[src/rtl/maxpool_pkg.sv]
// Shared definitions for the layer-1 max-pool stage: word sizes, memory-bus
// select codes (common with the conv stage and top-level arbiter) and FSM states.
package maxpool_pkg;

    localparam int unsigned DW = 20;
    localparam int unsigned AW = 12;

    localparam logic [2:0] SEL_NONE = 3'b000;
    localparam logic [2:0] SEL_L0   = 3'b001;
    localparam logic [2:0] SEL_L1   = 3'b011;

    typedef enum logic [2:0] {
        IDLE,
        READ,
        DRAIN,
        WRITE,
        FIN
    } state_e;

endpackage

[src/rtl/maxpool_addr_gen.sv]
// L0 read address for window element k of pooled output o.
// Pure bit placement: row 2*oy+k[1], column 2*ox+k[0].
module maxpool_addr_gen #(
    parameter int unsigned IMG_W = 64,
    parameter int unsigned AW    = maxpool_pkg::AW,
    localparam int unsigned NW   = $clog2(IMG_W),
    localparam int unsigned OW   = 2 * (NW - 1)
) (
    input  logic [OW-1:0] o_i,
    input  logic [1:0]    k_i,
    output logic [AW-1:0] addr_o
);

    assign addr_o = AW'({o_i[OW-1:NW-1], k_i[1], o_i[NW-2:0], k_i[0]});

endmodule

[src/rtl/maxpool_l1.sv]
// 2x2 stride-2 max pooling from L0 (64x64) into L1 (32x32) over the shared
// csel-multiplexed memory bus; one window per 5+RD_LAT cycles.
module maxpool_l1
    import maxpool_pkg::state_e, maxpool_pkg::IDLE, maxpool_pkg::READ,
           maxpool_pkg::DRAIN, maxpool_pkg::WRITE, maxpool_pkg::FIN,
           maxpool_pkg::SEL_NONE;
#(
    parameter int unsigned IMG_W  = 64,
    parameter int unsigned DW     = maxpool_pkg::DW,
    parameter int unsigned AW     = maxpool_pkg::AW,
    parameter int unsigned RD_LAT = 1,
    parameter logic [2:0]  SEL_L0 = maxpool_pkg::SEL_L0,
    parameter logic [2:0]  SEL_L1 = maxpool_pkg::SEL_L1
) (
    input  logic          clk,
    input  logic          reset,
    input  logic          start,
    output logic          busy,
    output logic          done,
    output logic          crd,
    output logic [AW-1:0] caddr_rd,
    input  logic [DW-1:0] cdata_rd,
    output logic          cwr,
    output logic [AW-1:0] caddr_wr,
    output logic [DW-1:0] cdata_wr,
    output logic [2:0]    csel
);

    localparam int unsigned NW         = $clog2(IMG_W);
    localparam int unsigned OW         = 2 * (NW - 1);
    localparam logic [2:0]  LAST_RD    = 3'd3;
    localparam logic [2:0]  LAST_DRAIN = 3'(3 + RD_LAT);
    localparam logic [2:0]  FIRST_SMP  = 3'(RD_LAT - 1);

    state_e        state_q, state_d;
    logic [OW-1:0] o_q, o_d;
    logic [2:0]    cyc_q, cyc_d;
    logic [DW-1:0] max_q, max_d;
    logic          busy_q, busy_d, done_q, done_d;
    logic          crd_q, crd_d, cwr_q, cwr_d;
    logic [AW-1:0] caddr_rd_q, caddr_rd_d, caddr_wr_q, caddr_wr_d;
    logic [DW-1:0] cdata_wr_q, cdata_wr_d;
    logic [2:0]    csel_q, csel_d;

    logic [OW-1:0] ag_o;
    logic [1:0]    ag_k;
    logic [AW-1:0] ag_addr;
    logic [2:0]    smp_idx;
    logic          smp_en;

    // Address for the read presented in the next cycle.
    assign ag_o = (state_q == WRITE) ? o_q + 1'b1 : o_q;
    assign ag_k = (state_q == READ) ? cyc_q[1:0] + 2'd1 : 2'd0;

    maxpool_addr_gen #(
        .IMG_W (IMG_W),
        .AW    (AW)
    ) u_addr_gen (
        .o_i    (ag_o),
        .k_i    (ag_k),
        .addr_o (ag_addr)
    );

    // Read k returns RD_LAT edges after presentation, i.e. at the end of cycle k+RD_LAT-1.
    assign smp_idx = cyc_q - FIRST_SMP;
    assign smp_en  = ((state_q == READ) || (state_q == DRAIN)) && !smp_idx[2];

    always_comb begin
        state_d    = state_q;
        o_d        = o_q;
        cyc_d      = cyc_q + 3'd1;
        max_d      = max_q;
        busy_d     = busy_q;
        done_d     = 1'b0;
        crd_d      = 1'b0;
        cwr_d      = 1'b0;
        csel_d     = SEL_NONE;
        caddr_rd_d = caddr_rd_q;
        caddr_wr_d = caddr_wr_q;
        cdata_wr_d = cdata_wr_q;

        if (smp_en && ((smp_idx == 3'd0) || ($signed(cdata_rd) > $signed(max_q)))) begin
            max_d = cdata_rd;
        end

        unique case (state_q)
            IDLE: begin
                cyc_d = '0;
                if (start) begin
                    state_d    = READ;
                    busy_d     = 1'b1;
                    crd_d      = 1'b1;
                    csel_d     = SEL_L0;
                    caddr_rd_d = ag_addr;
                end
            end
            READ: begin
                csel_d = SEL_L0;
                if (cyc_q == LAST_RD) begin
                    state_d = DRAIN;
                end else begin
                    crd_d      = 1'b1;
                    caddr_rd_d = ag_addr;
                end
            end
            DRAIN: begin
                csel_d = SEL_L0;
                if (cyc_q == LAST_DRAIN) begin
                    state_d    = WRITE;
                    cwr_d      = 1'b1;
                    csel_d     = SEL_L1;
                    caddr_wr_d = AW'(o_q);
                    cdata_wr_d = max_q;
                end
            end
            WRITE: begin
                cyc_d = '0;
                if (o_q == '1) begin
                    state_d = FIN;
                    done_d  = 1'b1;
                    busy_d  = 1'b0;
                    o_d     = '0;
                end else begin
                    state_d    = READ;
                    o_d        = o_q + 1'b1;
                    crd_d      = 1'b1;
                    csel_d     = SEL_L0;
                    caddr_rd_d = ag_addr;
                end
            end
            FIN: begin
                cyc_d   = '0;
                state_d = IDLE;
            end
            default: state_d = IDLE;
        endcase
    end

    always_ff @(posedge clk or negedge reset) begin
        if (!reset) begin
            state_q    <= IDLE;
            o_q        <= '0;
            cyc_q      <= '0;
            max_q      <= '0;
            busy_q     <= 1'b0;
            done_q     <= 1'b0;
            crd_q      <= 1'b0;
            cwr_q      <= 1'b0;
            caddr_rd_q <= '0;
            caddr_wr_q <= '0;
            cdata_wr_q <= '0;
            csel_q     <= SEL_NONE;
        end else begin
            state_q    <= state_d;
            o_q        <= o_d;
            cyc_q      <= cyc_d;
            max_q      <= max_d;
            busy_q     <= busy_d;
            done_q     <= done_d;
            crd_q      <= crd_d;
            cwr_q      <= cwr_d;
            caddr_rd_q <= caddr_rd_d;
            caddr_wr_q <= caddr_wr_d;
            cdata_wr_q <= cdata_wr_d;
            csel_q     <= csel_d;
        end
    end

    assign busy     = busy_q;
    assign done     = done_q;
    assign crd      = crd_q;
    assign cwr      = cwr_q;
    assign caddr_rd = caddr_rd_q;
    assign caddr_wr = caddr_wr_q;
    assign cdata_wr = cdata_wr_q;
    assign csel     = csel_q;

endmodule
[config.mk]
export PLATFORM = sky130hd
export DESIGN_NAME = maxpool_l1
export DESIGN_NICKNAME = d
export VERILOG_FILES = /design/src/rtl/maxpool_pkg.sv /design/src/rtl/maxpool_addr_gen.sv /design/src/rtl/maxpool_l1.sv
export SDC_FILE = /design/constraint.sdc
export NUM_CORES = 1
export LEC_CHECK = 0
export ABC_AREA = 1
export ABC_CLOCK_PERIOD_IN_PS = 3100
export BUFFER_PORTS_ARGS = -buffer_cell sky130_fd_sc_hd__buf_2
export CORE_AREA = 2 2 113 115
export CTS_CLUSTER_DIAMETER = 30
export DETAILED_ROUTE_END_ITERATION = 12
export DIE_AREA = 0 0 115 117
export GPL_ROUTABILITY_DRIVEN = 0
export SLEW_MARGIN = 5
export SYNTH_ARGS = -nofsm -noshare
export SYNTH_HDL_FRONTEND = slang
export SYNTH_SLANG_ARGS = --single-unit
[constraint.sdc]
create_clock -name clk -period 3.1 [get_ports clk]
set_clock_uncertainty 0.1 [all_clocks]
set_input_delay 0.62 -clock clk [delete_from_list [all_inputs] [get_ports clk]]
set_output_delay 0.62 -clock clk [all_outputs]
set_load 0.1 [all_outputs]
# Word-level counts from Yosys, hierarchy flattened
# Index checks and enable logic that the tools add are counted.
# Widths: inputs -> output; s select.
[totals] out_inout_bits=51 regBits=85 word_cells=71 inputBits=23
[classes] eq_ne=13 order_cmp=1 muxes=28 add_sub_neg=3 reduce_logical=14
[op_table] cell="$mux 12" count=3
[op_table] cell="$pmux 12 s3" count=1
[op_table] cell="$gt 20x20->1" count=1
[op_table] cell="$mux 10" count=2
[op_table] cell="$mux 3" count=5
[op_table] cell="$pmux 3 s4" count=1
[op_table] cell="$mux 1" count=11
[op_table] cell="$add 10x1->10 const B" count=1
[op_table] cell="$eq 10x10->1 const B" count=1
[op_table] cell="$eq 3x2->1 const B" count=3
[op_table] cell="$pmux 2 s4" count=1
[op_table] cell="$eq 3x3->1 const B" count=2
[op_table] cell="$logic_not 3->1" count=2
[op_table] cell="$ne 2x1->1 const B" count=3
[op_table] cell="$ne 2x2->1 const B" count=3
[op_table] cell="$reduce_and 3->1" count=2
[op_table] cell="$mux 2" count=2
[op_table] cell="$reduce_and 4->1" count=1
[op_table] cell="$add 3x1->3 const B" count=1
[op_table] cell="$eq 3x1->1 const B" count=1
[op_table] cell="$pmux 1 s3" count=1
[op_table] cell="$reduce_bool 3->1" count=1
[op_table] cell="$reduce_or 3->1" count=1
[op_table] cell="$add 2x1->2 const B" count=1
[op_table] cell="other kinds (6)" count=8

# Logic depth before layout (Yosys ltp)
# Gate-level depths: netlist (run 1).
[logic_depth] word_depth=4 depth_mapped=17 depth_no_buf=16

# Modules after synthesis
# Synthesis (run 1) repeated with hierarchy kept, for this count alone.
[hier_totals] hier_cells=486 area_unflattened_um2=4235.3
[by_module_without_submodules] module="maxpool_l1" area_per_inst_um2=4145.2 n_inst=1 seq_area_each_um2=2102.0 cells_each=474
[by_module_without_submodules] module="maxpool_addr_gen" area_per_inst_um2=90.1 n_inst=1 seq_area_each_um2=0.0 cells_each=12

# Worst setup path before layout (run 1)
# OpenSTA, ideal clock, no wires.
[synth_path] path_type="input-to-reg" startpoint="input cdata_rd[19]" endpoint="register max_q[0]" n_path_buf=1 setup_time_ns=0.115 slack_ns=0.984 required_ns=2.885 stages=14 t_arrival_ns=1.900 cell_sequence="ha_1 > nand2_2 > nor2_4 > nand2_2 > nor2_1 > nor2_1 > nand3_1 > nand2_1 > nand3_2 > nand2_4 > nand2_4 > buf_12 > nand2_2 > nand2_2"
[synth_between] elab_chain_cells=3
[synth_rtl] item="start, declared" line_no="maxpool_l1.sv:22" rtl="input logic [DW-1:0] cdata_rd,"
[synth_rtl] item="$gt 20x20->1" line_no="maxpool_l1.sv:82" rtl="if (smp_en && ((smp_idx == 3'd0) || ($signed(cdata_rd) > $signed(max_q)))) begin"
[synth_rtl] item="$logic_or 1x1->1" line_no="maxpool_l1.sv:82"
[synth_rtl] item="$logic_and 1x1->1" line_no="maxpool_l1.sv:82"
[synth_rtl] item="end signal, assigned" line_no="maxpool_l1.sv:157" rtl="max_q <= max_d;"
[synth_rtl] item="end, declared" line_no="maxpool_l1.sv:38" rtl="logic [DW-1:0] max_q, max_d;"
# Every way passes these cells.
# A chain may end at the register's enable or synchronous reset.

# Final worst setup path (run 1)
[layout_path] startpoint="register max_q[19]" endpoint="register max_q[10]"
[layout_between] elab_chain_cells=3
[layout_rtl] item="$gt 20x20->1" line_no="maxpool_l1.sv:82"
[layout_rtl] item="$logic_or 1x1->1" line_no="maxpool_l1.sv:82"
[layout_rtl] item="$logic_and 1x1->1" line_no="maxpool_l1.sv:82"
# Every way passes these cells.

==> out/metrics.csv, run 1 <==
stage,metric,value,unit
synth,ys_types,33,
timing,timing.final.ws_setup,0.7093,ns
grt,grt_pass1_vias,3145,
placement,portBuffers,70,
synth,synthCells,468,
layout,fin_area,4959,sq um
synth,synth_seq_cells,84,
layout,layout.cells.non_filler,692,
grt,grt_remaining_overflow,0,
detailed_routing,first_iter_violations,194,
synth,synth_top_cells_by_area,"dfrtp_1 50%, nand2_1 8.7%, ha_1 7.2%, nand2_2 6.7%, inv_1 5.1%",
placement,dp_cells,676,
run_status,status,finished clean,
layout,layout-drive-gt1-share,29.15,%
layout,num-nets-final,584,
clock_network,clk_pin_slew_worst_paths,0.06,ns
clock_network,clockRootBuffer,clkbuf_16,
placement,place_hpwl,6471,microns
timing,timing_hold_violations_final,0,
timing,setup_viol,0,
timing,max_freq,418.3,MHz
placement,placed_area,4636,sq um
synth,async_flop_share,100.0,%
power,p_leak,0.002653,uW
synth,synth_top_area_cell,dfrtp_1,
timing,period_needed,2.391,ns
grt,grt_pass1_wl,14880,microns
clock_network,cts_resized,0,
detailed_routing,wl_met2,4219,microns
clock_network,cts.sinks,84,
grt,antenna_found_initial,0,
floorplanning,dieArea,13460,sq um
power,finalPower,4387,uW
floorplanning,start_util,33.94,%
synth,synth.cell_area,4179,sq um
clock_network,postCtsHoldBufs,0,
detailed_routing,first_pass_iters,4,
worst_hold_path,hold_class,primary input to async pin,
clock_network,clk_latency,0.34,ns
timing,worst_pin_slew,0.6493,ns
detailed_routing,routedWlPerCell,12.75,microns
detailed_routing,top_layer_used,met4,
critical_path,cp-end-kind,flop,
run,cap_violations,0,
detailed_routing,routed_wl,8825,microns
detailed_routing,met1_length,4146,microns
critical_path,critical_path_required,3.23,ns
layout,syn2layout_area_growth,18.65,%
detailed_routing,drc,0,
synth,synth_flop_cell,dfrtp_1,
floorplanning,io-pin-count,74,
floorplanning,fp.coreArea,12310,sq um
detailed_routing,post_drt_via_cell_ratio,4.549,
timing,timing.slew.headroom,56.71,%
detailed_routing,num_vias,3148,
power,power_density,884.8,nW/um^2
clock_network,post-cts-setup-buffers,0,
layout,final_cell_mix,"97 x nand2_1, 84 x dfrtp_1, 69 x buf_2, 57 x inv_1, 45 x nand2_2",
grt,grt_max_degree,50,
synth,synth-edff-count,0,
synth,yosysWarnings,0,
clock_network,cts_buffer_depth,2,
critical_path,cp-start-kind,flop,
timing,tns,0,ns
grt,grt_usage,14.12,%
detailed_routing,met3_length,317,microns
critical_path,setup.worst_path.class,flop to flop,
clock_network,cts_htree_levels,3,
layout,layout_commonest_cell,nand2_1,
power,ir_drop,0.4556,mV
synth,synth_top_area_share,50.30,%
clock_network,cts_buffers,9,
synth,synth_seq_area_share,50.30,%
timing,period_share,77.12,%
floorplanning,rows,41,
floorplanning,die_x,115,microns
floorplanning,die_h,117,microns
critical_path,arrival,2.52,ns
synth,avgSynthCellArea,8.930,sq um
clock_network,cts_tree,built,
timing,slew_violations,0,
placement,post-place-ws,0.3557,ns
detailed_routing,drtAntennaViolNets,0,
critical_path,critPathMaxFanout,21,
timing,grt_setup_unrepaired,false,
layout,antenna_cells,0,
## per-stage QoR
step	hold slack, ns	util [%]
2_1_floorplan	0.2244	-
3_3_place_gp	0.3525	37.65
3_5_place_dp	0.3561	37.65
4_1_cts	0.2268	40.27
5_1_grt	0.2546	40.27
6_report	0.2068	40.27
## cell usage after synthesis, types with 2 or more instances
library cell,instances
nand2_2,45
nor3_1,3
xor2_1,4
nand3_2,2
buf_4,5
o31ai_1,2
nand2_4,2
nor2_2,4
buf_2,6
nand3_1,28
a21oi_1,8
clkbuf_1,4
inv_1,57
o22ai_1,2
nor2_4,3
inv_2,7
nor2_1,26
a31oi_1,2
o21ai_0,18
ha_1,24
buf_12,2
nand4_1,2
o21ai_1,22
nand2_1,97
dfrtp_1,84
nor3_2,2
## sequential cells by signal, summed over array words and instances (netlist names)
register	count
caddr_rd	12
o_q	10
cwr	1
cdata_wr	20
cyc_q	3
done	1
state_q	3
caddr_wr	10
csel	2
max_q	20
busy	1
crd	1
## cells by family after synthesis
logic type                 share of synthesized area, %
AOI/OAI and AO/OA                                 7.306
xor gates and xnor gates                         0.8382
adders and majority gates                         7.186
buffers and inverters                             9.072
DFF                                               50.30
other                                           0.08973
and+or+nand+nor                                   25.21
## per-layer routing
layer  global-route usage, %  vias to the layer above
li1                        -                     1608
met1                   17.58                     1468
met2                   24.12                       59
met3                   3.553                       13
met4                   4.739                        0
met5                       0                        -
## worst max-delay path, cell delays in order (launching register included)
cell	delay, ns
dfrtp_1	0.36
inv_1	0.08
ha_1	0.34
nand2_2	0.13
inv_1	0.04
nand2_1	0.06
nand3_1	0.08
nor2_1	0.14
nand3_1	0.10
nand2_1	0.08
nand3_2	0.08
nand2_4	0.21
nand2_4	0.27
nand2_2	0.16
nand2_2	0.05
## cell type report
cell class                      count  area (sq um)
Inverter                           65         245.2
Fill cell                        1242          7353
Multi-Input combinational cell    303          1705
Clock buffer                       12         266.5
Tap cell                          150         187.7
Timing Repair Buffer               74         395.4
Sequential cell                    84          2102
Clock inverter                      4         56.30
## where the power goes
part           switching [uW]  total, uW  internal, uW  leakage [uW]
Combinational            1420       1750           331       0.00144
Clock                     436       1130           694      0.000159
Sequential                162       1500          1340       0.00106
## path summary, 6_finish.rpt
| path | from | endpoint | slack, ns | depth (start not counted) |
|---|---|---|---|---|
| max | max_q[19]$_DFFE_PN0P_ | max_q[10]$_DFFE_PN0P_ | 0.71 | 14 |
| min reg2reg | caddr_rd[10]$_DFFE_PN0P_ | caddr_rd[10]$_DFFE_PN0P_ | 0.38 | 2 |
| min | reset | cyc_q[0]$_DFF_PN0_ | 0.21 | 1 |
| max reg2reg | max_q[19]$_DFFE_PN0P_ | max_q[10]$_DFFE_PN0P_ | 0.71 | 14 |
| max in group asynchronous | reset | cdata_wr[8]$_DFFE_PN0P_ | 2.07 | 2 |
| min in group clk | caddr_rd[10]$_DFFE_PN0P_ | caddr_rd[10]$_DFFE_PN0P_ | 0.38 | 2 |
Power figures use the tool's default switching activity.
==> inputs of run 2 (changes only) <==
- ABC_CLOCK_PERIOD_IN_PS: 3100 -> 2150
- clock period: 3.1 -> 2.15 ns (I/O delays scaled with it)
==> out/metrics.csv, run 2 (synthesis results as in run 1) <==
stage,metric,value,unit
detailed_routing,routed_wl,10060,microns
detailed_routing,first_pass_iters,4,
placement,place_hpwl,6822,microns
detailed_routing,first_iter_violations,144,
detailed_routing,num_vias,3419,
power,p_leak,0.002943,uW
clock_network,clk_latency,0.34,ns
layout,antenna_cells,0,
clock_network,cts_buffers,9,
timing,fin_hold_ws,0.2449,ns
timing,setup_viol,0,
layout,final_cell_mix,"91 x nand2_1, 84 x dfrtp_1, 69 x buf_2, 52 x inv_1, 49 x nand2_2",
layout,layout_commonest_cell,nand2_1,
grt,grt_remaining_overflow,0,
power,power_density,1238,nW/um^2
critical_path,critical_path_required,2.29,ns
floorplanning,io-pin-count,74,
worst_hold_path,hold_class,primary input to flop,
timing,timing_hold_violations_final,0,
critical_path,setup.worst_path.class,flop to flop,
timing,max_freq,469.8,MHz
clock_network,clockRootBuffer,clkbuf_16,
critical_path,arrival,2.26,ns
floorplanning,rows,41,
timing,period_needed,2.129,ns
floorplanning,die_x,115,microns
placement,placed_area,4756,sq um
detailed_routing,drc,0,
floorplanning,start_util,33.94,%
critical_path,cp-start-kind,flop,
grt,grt_usage,15.70,%
timing,grt_setup_unrepaired,true,
clock_network,cts.sinks,84,
floorplanning,die_h,117,microns
clock_network,cts_buffer_depth,2,
power,ir_drop,0.5910,mV
layout,layout.cells.non_filler,729,
critical_path,cp-end-kind,flop,
timing,slew_violations,0,
detailed_routing,routedWlPerCell,13.80,microns
run_status,status,finished clean,
timing,timing.final.ws_setup,0.02142,ns
layout,num-nets-final,621,
placement,post-place-ws,-0.1695,ns
floorplanning,fp.coreArea,12310,sq um
detailed_routing,drtAntennaViolNets,0,
critical_path,critPathMaxFanout,8,
clock_network,cts_tree,built,
power,finalPower,6941,uW
placement,portBuffers,70,
clock_network,cts_htree_levels,3,
placement,dp_cells,692,
grt,antenna_found_initial,0,
layout,layout-drive-gt1-share,40.76,%
layout,syn2layout_area_growth,34.13,%
clock_network,clk_pin_slew_worst_paths,0.07,ns
floorplanning,dieArea,13460,sq um
run,cap_violations,0,
layout,nFillCells,1170,
layout,fin_area,5605,sq um
grt,grt_pass1_wl,16390,microns
detailed_routing,post_drt_via_cell_ratio,4.690,
grt,grt_pass1_vias,3370,
grt,grt_max_degree,41,
timing,period_share,99.00,%
[run 2: cell count changes in the layout (fill, tap and decap cells not counted), sizes merged]
cell and change:
buf +34, bufinv +2, clkbuf -2, nand2 +2
dlygate4sd3 +1
[run 2: through the flow]
stage | util (%) | setup TNS, ns
after floorplan | - | 0
after global placement | 38.63 | -1.444
after detailed placement | 38.63 | -3.211
after CTS | 42.19 | 0
after global routing | 45.53 | -1.026
final | 45.53 | 0
[run 2: what timing repair did]
item / in CTS / in global routing
gates resized for setup: 6 / 56
pin swaps: 5 / 20
hold buffers: 1 / 0
gates cloned: 2 / 1
setup endpoints to repair: 20 / 20
buffers inserted: 4 / 13
hold endpoints to repair: 30 / 0
[run 2: critical path, cell delays in order (launching register included)]
cell	delay [ns]
dfrtp_1	0.37
inv_1	0.08
ha_1	0.29
nand2_2	0.07
nor2_2	0.14
nand2_2	0.10
nor2_2	0.12
nand2_1	0.07
nand3_1	0.08
nand2_1	0.07
nand3_2	0.11
nand2_8	0.12
buf_12	0.18
nand3_4	0.06
nand2_2	0.05
[run 2: cell type report]
| cell class | instances | area, sq um | area share, % |
|---|---|---|---|
| Sequential cell | 84 | 2102 | 37.50 |
| Tap cell | 150 | 187.7 | 3.348 |
| Timing Repair Buffer | 109 | 700.7 | 12.50 |
| Multi-Input combinational cell | 305 | 2028 | 36.18 |
| Clock buffer | 10 | 229.0 | 4.085 |
| Clock inverter | 6 | 112.6 | 2.009 |
| Inverter | 65 | 245.2 | 4.375 |
[run 2: per-layer routing]
layer	vias up	part of all wire (%)	routed length (microns)	global-route usage [%]
li1	1691	-	-	-
met1	1635	44	4420	19.56
met2	75	50	5004	25.96
met3	18	4.2	418	4.222
met4	0	2.2	219	6.506
met5	-	0	0	0
[run 2: final timing paths]
path | startpoint | cells past startpoint | slack (ns) | end
max | max_q[10]$_DFFE_PN0P_ | 14 | 0.02 | max_q[19]$_DFFE_PN0P_
min in group asynchronous | reset | 2 | 0.48 | caddr_wr[6]$_DFFE_PN0P_
min | cdata_rd[3] | 3 | 0.24 | max_q[3]$_DFFE_PN0P_
max in group asynchronous | reset | 3 | 0.91 | max_q[19]$_DFFE_PN0P_
min reg2reg | caddr_rd[10]$_DFFE_PN0P_ | 2 | 0.37 | caddr_rd[10]$_DFFE_PN0P_
max reg2reg | max_q[10]$_DFFE_PN0P_ | 14 | 0.02 | max_q[19]$_DFFE_PN0P_
[run 2: power by group]
group          switching, uW  internal [uW]
Sequential               223           1940
Clock                    646           1140
Combinational           2240            763
